File: config.mk
export PLATFORM = sky130hd
export DESIGN_NAME = led_sequencer
export DESIGN_NICKNAME = d
export VERILOG_FILES = /design/src/rtl/led_pkg.sv /design/src/rtl/switch_debounce.sv /design/src/rtl/led_sequencer.sv
export SDC_FILE = /design/constraint.sdc
export NUM_CORES = 1
export LEC_CHECK = 0
export ABC_AREA = 1
export ABC_CLOCK_PERIOD_IN_PS = 2300
export CORE_MARGIN = 2
export CORE_UTILIZATION = 55
export DETAILED_ROUTE_END_ITERATION = 10
export PLACE_DENSITY = 0.69
export SETUP_SLACK_MARGIN = 0.4
export SLEW_MARGIN = 20
export SYNTH_ARGS = -nofsm -noshare
export SYNTH_HDL_FRONTEND = slang
export SYNTH_SLANG_ARGS = --single-unit
File: constraint.sdc
create_clock -name i_Clk -period 2.3 [get_ports i_Clk]
set_clock_uncertainty 0.05 [all_clocks]
set_input_delay 0.23 -clock i_Clk [delete_from_list [all_inputs] [get_ports i_Clk]]
set_output_delay 0.23 -clock i_Clk [all_outputs]
set_load 0.03 [all_outputs]
File: src/rtl/led_pkg.sv
// Shared definitions for the LED sequencer: mode encodings, pattern width, default timing.
// Other board blocks import it so they use the same mode numbering.
package led_pkg;
  localparam int PAT_W        = 4;
  localparam int STEP_DIV_DEF = 6_250_000;
  localparam int DEBOUNCE_DEF = 250_000;

  typedef enum logic [1:0] {
    BLINK  = 2'd0,
    CHASE  = 2'd1,
    BOUNCE = 2'd2,
    BINARY = 2'd3
  } mode_t;

  function automatic mode_t next_mode(input mode_t m);
    case (m)
      BLINK:   return CHASE;
      CHASE:   return BOUNCE;
      BOUNCE:  return BINARY;
      default: return BLINK;
    endcase
  endfunction

  function automatic logic [PAT_W-1:0] init_pattern(input mode_t m);
    case (m)
      CHASE, BOUNCE: return 4'b0001;
      default:       return 4'b0000;
    endcase
  endfunction
endpackage

File: src/rtl/switch_debounce.sv
// Two-flop synchronizer plus debouncer. The level and the press pulse are registered;
// the press pulse lines up with the cycle the level first reads 1. No backpressure.
module switch_debounce
  import led_pkg::*;
#(
  parameter int DEBOUNCE_CYCLES = DEBOUNCE_DEF
) (
  input  logic i_Clk,
  input  logic i_Rst_L,
  input  logic i_Switch,
  output logic o_Level,
  output logic o_Press
);
  localparam int DW = $clog2(DEBOUNCE_CYCLES + 1);

  logic          sync_1;
  logic          sync_2;
  logic [DW-1:0] count;

  always_ff @(posedge i_Clk or negedge i_Rst_L) begin
    if (!i_Rst_L) begin
      sync_1  <= 1'b0;
      sync_2  <= 1'b0;
      o_Level <= 1'b0;
      o_Press <= 1'b0;
      count   <= '0;
    end else begin
      sync_1  <= i_Switch;
      sync_2  <= sync_1;
      o_Press <= 1'b0;
      // Any cycle that matches the accepted level restarts the stability window.
      if (sync_2 == o_Level) begin
        count <= '0;
      end else if (count == DW'(DEBOUNCE_CYCLES - 1)) begin
        count   <= '0;
        o_Level <= sync_2;
        o_Press <= sync_2;
      end else begin
        count <= count + 1'b1;
      end
    end
  end
endmodule

File: src/rtl/led_sequencer.sv
// Four-mode LED pattern generator that steps once per prescaler tick and advances mode on each button press.
// Pattern changes reach the LEDs one cycle after the tick or press; a press wins over a coincident tick.
module led_sequencer
  import led_pkg::*;
#(
  parameter int STEP_DIV        = STEP_DIV_DEF,
  parameter int DEBOUNCE_CYCLES = DEBOUNCE_DEF
) (
  input  logic       i_Clk,
  input  logic       i_Rst_L,
  input  logic       i_Switch_1,
  output logic       o_LED_1,
  output logic       o_LED_2,
  output logic       o_LED_3,
  output logic       o_LED_4,
  output logic [1:0] o_Mode
);
  localparam int CW = (STEP_DIV > 1) ? $clog2(STEP_DIV) : 1;

  logic             press;
  logic             level_unused;
  logic [CW-1:0]    presc;
  logic             tick;
  mode_t            mode;
  logic [PAT_W-1:0] pattern;
  logic             dir_up;
  logic [PAT_W-1:0] bounce_next;

  switch_debounce #(
    .DEBOUNCE_CYCLES(DEBOUNCE_CYCLES)
  ) u_switch_debounce (
    .i_Clk   (i_Clk),
    .i_Rst_L (i_Rst_L),
    .i_Switch(i_Switch_1),
    .o_Level (level_unused),
    .o_Press (press)
  );

  assign tick = (presc == CW'(STEP_DIV - 1));

  always_ff @(posedge i_Clk or negedge i_Rst_L) begin
    if (!i_Rst_L) begin
      presc <= '0;
    end else if (press || tick) begin
      presc <= '0;
    end else begin
      presc <= presc + 1'b1;
    end
  end

  always_comb begin
    bounce_next = dir_up ? {pattern[PAT_W-2:0], 1'b0} : {1'b0, pattern[PAT_W-1:1]};
  end

  always_ff @(posedge i_Clk or negedge i_Rst_L) begin
    if (!i_Rst_L) begin
      mode    <= BLINK;
      pattern <= '0;
      dir_up  <= 1'b1;
    end else if (press) begin
      mode    <= next_mode(mode);
      pattern <= init_pattern(next_mode(mode));
      dir_up  <= 1'b1;
    end else if (tick) begin
      case (mode)
        BLINK:  pattern <= ~pattern;
        CHASE:  pattern <= {pattern[PAT_W-2:0], pattern[PAT_W-1]};
        BOUNCE: begin
          pattern <= bounce_next;
          // Reverse as the end position is reached so the next step heads back.
          if (bounce_next == 4'b1000) begin
            dir_up <= 1'b0;
          end else if (bounce_next == 4'b0001) begin
            dir_up <= 1'b1;
          end
        end
        default: pattern <= pattern + 1'b1;
      endcase
    end
  end

  assign o_LED_1 = pattern[0];
  assign o_LED_2 = pattern[1];
  assign o_LED_3 = pattern[2];
  assign o_LED_4 = pattern[3];
  assign o_Mode  = mode;
endmodule

==> results of run 1 <==
## metrics by stage
stage / power, W / setup WS [ns] / hold slack, ns / utilization, % / instance area [um2]
final: 0.00163 / 0.490 / 0.303 / 62.5 / 3440
after detailed placement: 0.000984 / 0.570 / 0.226 / 59.9 / 3300
after CTS: 0.00166 / 0.409 / 0.290 / 62.3 / 3430
after global routing: 0.00171 / 0.417 / 0.299 / 62.5 / 3440
after global placement: 0.000983 / 0.604 / 0.218 / 59.9 / 3300
after floorplan: 0.000954 / 0.755 / -0.116 / - / 3150
## layer usage
metal  vias up  track usage (%)
li1       1383                -
met1      1249             32.2
met2        47             35.8
met3         6             4.19
met4         0             6.03
met5         -                0
## synth_stat cells, drive strengths merged, types with 3 or more instances
cell / count / area [um2]
xnor2: 9 / 78.8
nand4: 8 / 50.1
dfrtp: 51 / 1280
nand3: 32 / 178
xor2: 16 / 140
nor3: 8 / 40.0
inv: 39 / 146
nor2: 111 / 472
a21oi: 3 / 15.0
buf: 3 / 40.0
nand2: 124 / 473
o21ai: 8 / 40.0
ha: 7 / 87.6
## registers in the layout, indices dropped and copies added (netlist names)
signal / cells
u_switch_debounce.o_Press: 1
pattern: 4
u_switch_debounce.sync_1: 1
u_switch_debounce.count: 18
o_Mode: 2
u_switch_debounce.o_Level: 1
dir_up: 1
presc: 23
u_switch_debounce.sync_2: 1
## area by class of cell
cell class | instances | area share, %
tap | 72 | 2.62
clock buffer | 6 | 2.40
multi-input combinational | 337 | 48.3
inverter | 40 | 4.36
sequential | 52 | 37.8
clock inverter | 2 | 1.13
timing repair buffer | 11 | 3.42
## repair_timing
action | CTS | global route
hold buffers | 1 | 0
setup buffers | 0 | 0
gates resized for setup | 0 | 3
setup endpoints to repair | 0 | 4
endpoints found under the hold margin | 24 | 0
## kinds of logic (layout without fill, tap and decap cells)
group | count (synthesis) | after routing | share of synthesized area (%)
flops | 52 | 52 | 41.3
fa+ha+maj | 7 | 7 | 2.78
xor+xnor | 25 | 25 | 6.94
compound gates | 16 | 16 | 2.90
simple gates | 289 | 289 | 39.8
buf+inv | 45 | 59 | 6.27
## final timing paths
check                                                        end  depth (start not counted)                          startpoint  slack [ns]
max in group asynchronous  u_switch_debounce.count[17]$_DFF_PN0_                          3                             i_Rst_L        1.25
hold reg to reg               u_switch_debounce.sync_2$_DFF_PN0_                          0  u_switch_debounce.sync_1$_DFF_PN0_        0.31
hold / removal                u_switch_debounce.sync_1$_DFF_PN0_                          1                          i_Switch_1        0.30
min in group asynchronous                    presc[10]$_DFF_PN0_                          2                             i_Rst_L        0.40
setup / recovery                                         o_LED_1                          1              pattern[0]$_DFFE_PN0N_        0.49
setup reg to reg                             presc[22]$_DFF_PN0_                          7                  presc[0]$_DFF_PN0_        0.63
## worst register-to-register path, cell delays in order (launching register included)
cell	delay, ns
dfrtp_1	0.39
ha_1	0.26
nand3_2	0.23
nor2_4	0.21
nand3_1	0.16
o21bai_1	0.16
nand2_1	0.07
nor2_1	0.08
## power by group through the flow
| stage | combinational (W) | clock, W | sequential (W) |
|---|---|---|---|
| 3_5_place_dp | 0.0000423 | 0 | 0.000942 |
| 3_3_place_gp | 0.0000413 | 0 | 0.000942 |
| 2_1_floorplan | 0.0000121 | 0 | 0.000941 |
| 4_1_cts | 0.0000434 | 0.000690 | 0.000924 |
| 5_1_grt | 0.0000490 | 0.000731 | 0.000925 |
| 6_report | 0.0000413 | 0.000667 | 0.000924 |
==> flow_summary.ini, run 1 <==
[status]
status = complete, no violations

[power]
power_frac_clock_pct = 40.8
p_leak_nw = 1.44
p_sw_w = 0.000344
cellInternalPower_w = 0.00129
power_frac_seq_pct = 56.6
netSwitchingFraction_pct = 21.1
powerDensity_mw_per_mm2 = 474
peakVddDrop_mv = 0.271
p_comb_share_pct = 2.5

[clock_network]
cts_sinks = 52
clk_latency_ns = 0.31
cts_tree = done
cts_root_buf = clkbuf_8
cts_max_path_buffers = 2
htreeDepth = 2
clk_pin_slew_worst_paths_ns = 0.10
numCtsBuffers = 5

[drt]
wl_mm = 6.39
drc = 0
wl_met3_um = 233
met2_length_mm = 2.91
antenna_left = 0
drt_iter0_drc = 139
drt_first_pass_iters = 4
dr.max_layer_used = met4
wl_per_cell_um = 12.3
num_vias = 2685
m1WireLength_mm = 3.18
vias_per_cell = 5.16

[sta]
final-hold-violation-count = 0
period_share_pct = 78.7
setup-tns-final_ns = 0
timing.fmax_mhz = 552
worst_slew_pin_slew_ns = 0.595
fin_crit_ns = 1.81
finalSetupViolCount = 0
relSlewSlack_pct = 60.4
rsz0062_at_grt = no
maxSlewViolCount = 0

[cells_and_area]
drive_gt1_share_pct = 7.37
mostFrequentLayoutCells = nand2_1 (123), nor2_1 (95), dfrtp_1 (51)
seq_area_mm2 = 0.00130
antennaDiodeCount = 0
final_common_cell = nand2_1
multi_input_area_mm2 = 0.00166
n_fill_cell = 507
nets = 457
area_delta_synth_final_pct = 9.21
fin_cells = 520

[synth]
async_reset_ff_share_pct = 100
ys_seq_area_share_pct = 41.3
yosys_warnings = 0
synthFlopType = dfrtp_1
syn_nets = 444
synth_edf_count = 0
synth_seq_cells = 52
synth_area_mm2 = 0.00315
syn_inst = 434
ys_types = 32
syn_avg_cell_area_um2 = 7.27

[global_routing]
antenna_found_initial = 0
grt_pass1_vias = 2525
grt_max_degree = 28
grt_usage_pct = 22.7
grt_overflow = 0
grt_pass1_wl_mm = 11.4

[setup_path]
crit_slowest_cell = clkdlybuf4s50_1
start_kind = flop
cp_max_fo = 8
worstPathArrival_ns = 1.53
crit_buf_inv = 1
worst_path_largest_cell_delay_ns = 0.72
crit_family = buffers and inverters
end_kind = primary output
crit_type = flop to primary output
crit_chain = clkdlybuf4s50_1
required_ns = 2.02

[floorplan]
start_util_pct = 57.3
die_w_um = 79.7
fp.dieH_um = 79.7
dieArea_mm2 = 0.00635
fp-row-count = 27
core_area_mm2 = 0.00551
ios = 9

[place]
dp.cells = 511
portBuffers = 8
place_congestion = 0.886
place_hpwl_mm = 4.76

[worst_hold_path]
min_path_type = input port to flop

[flow_run]
cap_violations = 0
Note: power is estimated with default switching activity, not from simulation.
==> run 2, diff against run 1 <==
--- a/config.mk
+++ b/config.mk
@@ -6,7 +6,7 @@
 export NUM_CORES = 1
 export LEC_CHECK = 0
 export ABC_AREA = 1
-export ABC_CLOCK_PERIOD_IN_PS = 2300
+export ABC_CLOCK_PERIOD_IN_PS = 1700
 export CORE_MARGIN = 2
 export CORE_UTILIZATION = 55
 export DETAILED_ROUTE_END_ITERATION = 10
==> constraint.sdc (replaced) <==
create_clock -name i_Clk -period 1.7 [get_ports i_Clk]
set_clock_uncertainty 0.05 [all_clocks]
set_input_delay 0.17 -clock i_Clk [delete_from_list [all_inputs] [get_ports i_Clk]]
set_output_delay 0.17 -clock i_Clk [all_outputs]
set_load 0.03 [all_outputs]
==> flow_summary.ini, run 2 (synthesized netlist as in run 1, its figures left out) <==
[status]
status = complete, no violations

[cells_and_area]
largest_reg_flops = 23
drive_gt1_share_pct = 29.9
nets = 497
largestRegisters = presc x23, u_switch_debounce.count x18, pattern x4
final_common_cell = nand2_1
top_register = presc
n_fill_cell = 414
final_area_mm2 = 0.00406
final_util_pct = 73.7
area_delta_synth_final_pct = 28.8
antennaDiodeCount = 0
mostFrequentLayoutCells = nand2_1 (112), nor2_1 (67), dfrtp_1 (43)

[flow_run]
cap_violations = 0

[sta]
relSlewSlack_pct = 78.5
fin_crit_ns = 1.50
worst_slew_pin_slew_ns = 0.323
finalSetupViolCount = 0
final-hold-violation-count = 0
rsz0062_at_grt = yes
maxSlewViolCount = 0
period_share_pct = 88.2
setup-tns-final_ns = 0
timing.fmax_mhz = 667

[setup_path]
cp_common_cell = nor2_2
end_kind = flop
worst_path_largest_cell_delay_ns = 0.41
required_ns = 1.86
crit_chain = inv_1 -> nand2_1 -> nor2_2 -> nor2b_4 -> nand3_4 -> nand2_4 -> nor2_2
crit_slowest_cell = dfrtp_1
worstPathArrival_ns = 1.66
crit_type = flop to flop
cp_max_fo = 8
start_kind = flop

[drt]
drc = 0
drt_first_pass_iters = 4
vias_per_cell = 5.25
drt_iter0_drc = 187
num_vias = 2940
wl_per_cell_um = 14.2
antenna_left = 0
wl_mm = 7.95

[global_routing]
grt_pass1_wl_mm = 13.1
grt_max_degree = 53
grt_overflow = 0
grt_pass1_vias = 2901
antenna_found_initial = 0
grt_usage_pct = 26.5

[clock_network]
cts_max_path_buffers = 2
cts_sinks = 52
clk_latency_ns = 0.32
cts_tree = done
numCtsBuffers = 5
cts_root_buf = clkbuf_8
clk_pin_slew_worst_paths_ns = 0.10
htreeDepth = 2

[power]
netSwitchingFraction_pct = 24.2
power_frac_seq_pct = 60.6
cellInternalPower_w = 0.00157
powerDensity_mw_per_mm2 = 509
power_frac_clock_pct = 35.5
p_leak_nw = 1.63
p_comb_share_pct = 3.9
peakVddDrop_mv = 0.448
p_sw_w = 0.000500

[place]
place_hpwl_mm = 5.00
place_congestion = 0.890
postPlaceCellArea_mm2 = 0.00340
portBuffers = 8

[floorplan]
start_util_pct = 57.3
die_w_um = 79.7
fp-row-count = 27
core_area_mm2 = 0.00551
ios = 9
dieArea_mm2 = 0.00635
fp.dieH_um = 79.7

[worst_hold_path]
min_path_type = input port to flop
==> run 2: cell count changes in the layout (fill, tap and decap cells not counted), sizes merged <==
cell	change
clkdlybuf4s15	+2
bufinv	-1
dlymetal6s2s	-2
clkdlybuf4s50	-4
buf	+40
inv	+1
clkinvlp	+1
clkinv	-1
nand2	+3
clkbuf	+1
==> run 2: worst max-delay path, delay by kind of cell, from the launching register on <==
| family | cells | cell delay (ns) |
|---|---|---|
| DFF | 1 | 0.41 |
| buffers and inverters | 1 | 0.10 |
| and+or+nand+nor | 6 | 0.82 |
==> run 2: per-stage QoR <==
step | setup WS, ns | hold WS, ns | instances | total power [W]
after floorplan | 0.314 | -0.176 | 434 | 0.00129
after global placement | 0.145 | 0.138 | 514 | 0.00133
after detailed placement | 0.0818 | 0.136 | 514 | 0.00133
after CTS | 0.224 | 0.224 | 549 | 0.00206
after global routing | 0.122 | 0.241 | 560 | 0.00214
final | 0.201 | 0.230 | 560 | 0.00207
==> run 2: final timing paths <==
check	cells after the start	start	slack, ns	to
min	1	i_Switch_1	0.23	u_switch_debounce.sync_1$_DFF_PN0_
min reg2reg	0	u_switch_debounce.sync_1$_DFF_PN0_	0.33	u_switch_debounce.sync_2$_DFF_PN0_
max reg2reg	7	presc[15]$_DFF_PN0_	0.20	presc[4]$_DFF_PN0_
max	7	presc[15]$_DFF_PN0_	0.20	presc[4]$_DFF_PN0_
min in group asynchronous	3	i_Rst_L	0.30	presc[16]$_DFF_PN0_
max in group asynchronous	3	i_Rst_L	1.00	dir_up$_DFFE_PN1P_
==> run 2: routing by layer <==
metal  vias to the layer above  wire, um  global-route usage, %
met5                         -         0                      0
met4                         0       150                   10.7
met3                        12       290                   3.05
met2                        57      4170                   46.1
met1                      1403      3340                   33.4
li1                       1468         -                      -
==> run 2: cell type report <==
| type | instances | area, um2 | area share [%] |
|---|---|---|---|
| multi-input cells | 340 | 2020 | 49.8 |
| flip-flops and latches | 52 | 1310 | 32.3 |
| repair buffers | 48 | 392 | 9.65 |
| inverters | 40 | 155 | 3.82 |
| well taps | 72 | 90.1 | 2.22 |
| clock buffers | 6 | 72.6 | 1.79 |
| clock inverters | 2 | 16.3 | 0.401 |
==> run 2: timing repair <==
action / CTS / global route
hold endpoints to repair: 51 / 0
pin swaps: 16 / 23
endpoints found under the setup margin: 50 / 48
gates resized for setup: 50 / 53
setup buffers: 23 / 11
hold buffers: 1 / 0
cloned: 3 / 0
==> run 2: power groups by stage <==
stage	clock, W	combinational, W	sequential, W
after floorplan	0	0.0000179	0.00127
after global placement	0	0.0000581	0.00127
after detailed placement	0	0.0000585	0.00128
after CTS	0.000744	0.0000711	0.00125
after global routing	0.000788	0.0000925	0.00125
final	0.000733	0.0000805	0.00125
==> run 3, diff against run 2 <==
--- a/config.mk
+++ b/config.mk
@@ -10,7 +10,7 @@
 export CORE_MARGIN = 2
 export CORE_UTILIZATION = 55
 export DETAILED_ROUTE_END_ITERATION = 10
-export PLACE_DENSITY = 0.69
+export PLACE_DENSITY = 0.72
 export SETUP_SLACK_MARGIN = 0.4
 export SLEW_MARGIN = 20
 export SYNTH_ARGS = -nofsm -noshare
==> flow_summary.ini, run 3 (synthesized netlist as in run 1, its figures left out) <==
[status]
status = complete, no violations

[drt]
drc = 0
drt_first_pass_iters = 6
antenna_left = 0
vias_per_cell = 5.58
wl_per_cell_um = 14.9
drt_iter0_drc = 207
wl_mm = 8.53
num_vias = 3187

[power]
power_frac_clock_pct = 38.7
netSwitchingFraction_pct = 21.7
p_leak_nw = 1.72
p_comb_share_pct = 4.1
fin_total_pwr_w = 0.00219
p_sw_w = 0.000475
power_frac_seq_pct = 57.2
peakVddDrop_mv = 0.328
powerDensity_mw_per_mm2 = 515
cellInternalPower_w = 0.00172

[global_routing]
grt_overflow = 0
grt_max_degree = 26
grt_usage_pct = 25.0
grt_pass1_wl_mm = 12.5
antenna_found_initial = 0
grt_pass1_vias = 2842

[place]
portBuffers = 8
place_congestion = 0.920
place_hpwl_mm = 4.87
dp.cells = 514

[cells_and_area]
nets = 508
largestRegisters = presc x23, u_switch_debounce.count x18, pattern x4
largest_reg_flops = 23
drive_gt1_share_pct = 35.3
mostFrequentLayoutCells = nand2_1 (107), nor2_1 (63), buf_4 (45)
top_register = presc
antennaDiodeCount = 0
area_delta_synth_final_pct = 35.0
final_common_cell = nand2_1
fin_cells = 571

[sta]
relSlewSlack_pct = 62.1
rsz0062_at_grt = yes
timing.hold.ws_ns = 0.248
maxSlewViolCount = 0
timing.fmax_mhz = 646
final-hold-violation-count = 0
worst_slew_pin_slew_ns = 0.569
setup-tns-final_ns = 0
fin_crit_ns = 1.55
period_share_pct = 91.0
finalSetupViolCount = 0

[setup_path]
cp_max_fo = 8
crit_chain = nand2_1 -> inv_1 -> nand2_1 -> nor2b_4 -> nand3_4 -> nand2_8 -> nand2_2 -> nand2_1
worstPathArrival_ns = 1.74
crit_slowest_cell = dfrtp_1
cp_common_cell = nand2_1
end_kind = flop
crit_buf_inv = 1
worst_path_largest_cell_delay_ns = 0.42
crit_type = flop to flop
start_kind = flop
crit_family = simple AND/OR/NAND/NOR gates
required_ns = 1.90

[clock_network]
cts_sinks = 52
cts_tree = done
clk_latency_ns = 0.31
clk_pin_slew_worst_paths_ns = 0.09
numCtsBuffers = 5
cts_root_buf = clkbuf_8
htreeDepth = 2
cts_max_path_buffers = 2

[floorplan]
fp.dieH_um = 79.7
ios = 9
core_area_mm2 = 0.00551
dieArea_mm2 = 0.00635
start_util_pct = 57.3
die_w_um = 79.7
fp-row-count = 27

[worst_hold_path]
min_path_type = input port to flop

[flow_run]
cap_violations = 0
## run 3: metrics by stage
step | util (%) | cell area (um2) | setup WS [ns]
CTS | 71.5 | 3940 | 0.242
finish | 77.3 | 4260 | 0.153
floorplan | - | 3230 | 0.314
detailed placement | 61.5 | 3390 | 0.0733
global route | 77.3 | 4260 | 0.0962
global placement | 61.5 | 3390 | 0.159
## run 3: final timing paths
kind                                                     from                                  to  slack (ns)  depth (start not counted)
setup / recovery                          presc[11]$_DFF_PN0_              pattern[2]$_DFFE_PN0N_        0.15                          8
hold / removal                                     i_Switch_1  u_switch_debounce.sync_1$_DFF_PN0_        0.25                          1
setup reg to reg                          presc[11]$_DFF_PN0_              pattern[2]$_DFFE_PN0N_        0.15                          8
hold reg to reg            u_switch_debounce.sync_1$_DFF_PN0_  u_switch_debounce.sync_2$_DFF_PN0_        0.31                          0
max in group asynchronous                             i_Rst_L                  presc[3]$_DFF_PN0_        0.60                          3
min in group asynchronous                             i_Rst_L                 presc[21]$_DFF_PN0_        0.33                          2
## run 3: timing repair
action                                 CTS  global route
pin swaps                               17            28
setup endpoints to repair               51            52
buffers inserted                        31            14
endpoints found under the hold margin   22             0
cloned                                   2             1
gates resized for setup                 63            69
hold buffers                             1             0
## run 3: worst register-to-register path, stage by stage, from the launching register on
cell,delay (ns)
dfrtp_1,0.42
nand2_1,0.13
inv_1,0.10
nand2_1,0.09
nor2b_4,0.14
nand3_4,0.23
nand2_8,0.22
nand2_2,0.06
nand2_1,0.05
## run 3: power by group through the flow
stage                     Sequential (W)  Clock (W)  Combinational, W
after global placement           0.00127          0         0.0000553
final                            0.00125   0.000850         0.0000895
after CTS                        0.00125   0.000864         0.0000726
after global routing             0.00126   0.000901          0.000100
after floorplan                  0.00127          0         0.0000179
after detailed placement         0.00128          0         0.0000567
## run 3: layout make-up
cell class,instances,area (um2)
Fill cell,373,1250
Multi-Input combinational cell,340,2130
Sequential cell,52,1320
Tap cell,72,90.1
Clock buffer,7,76.3
Clock inverter,1,30.0
Inverter,40,155
Timing Repair Buffer,59,455
## run 3: routing by layer
metal / vias to the layer above / GRT usage [%] / share of wire (%)
met5: - / 0 / 0
met4: 0 / 9.31 / 4.0
met3: 48 / 3.96 / 5.7
met2: 161 / 42.9 / 50
met1: 1491 / 31.7 / 40
li1: 1487 / - / -
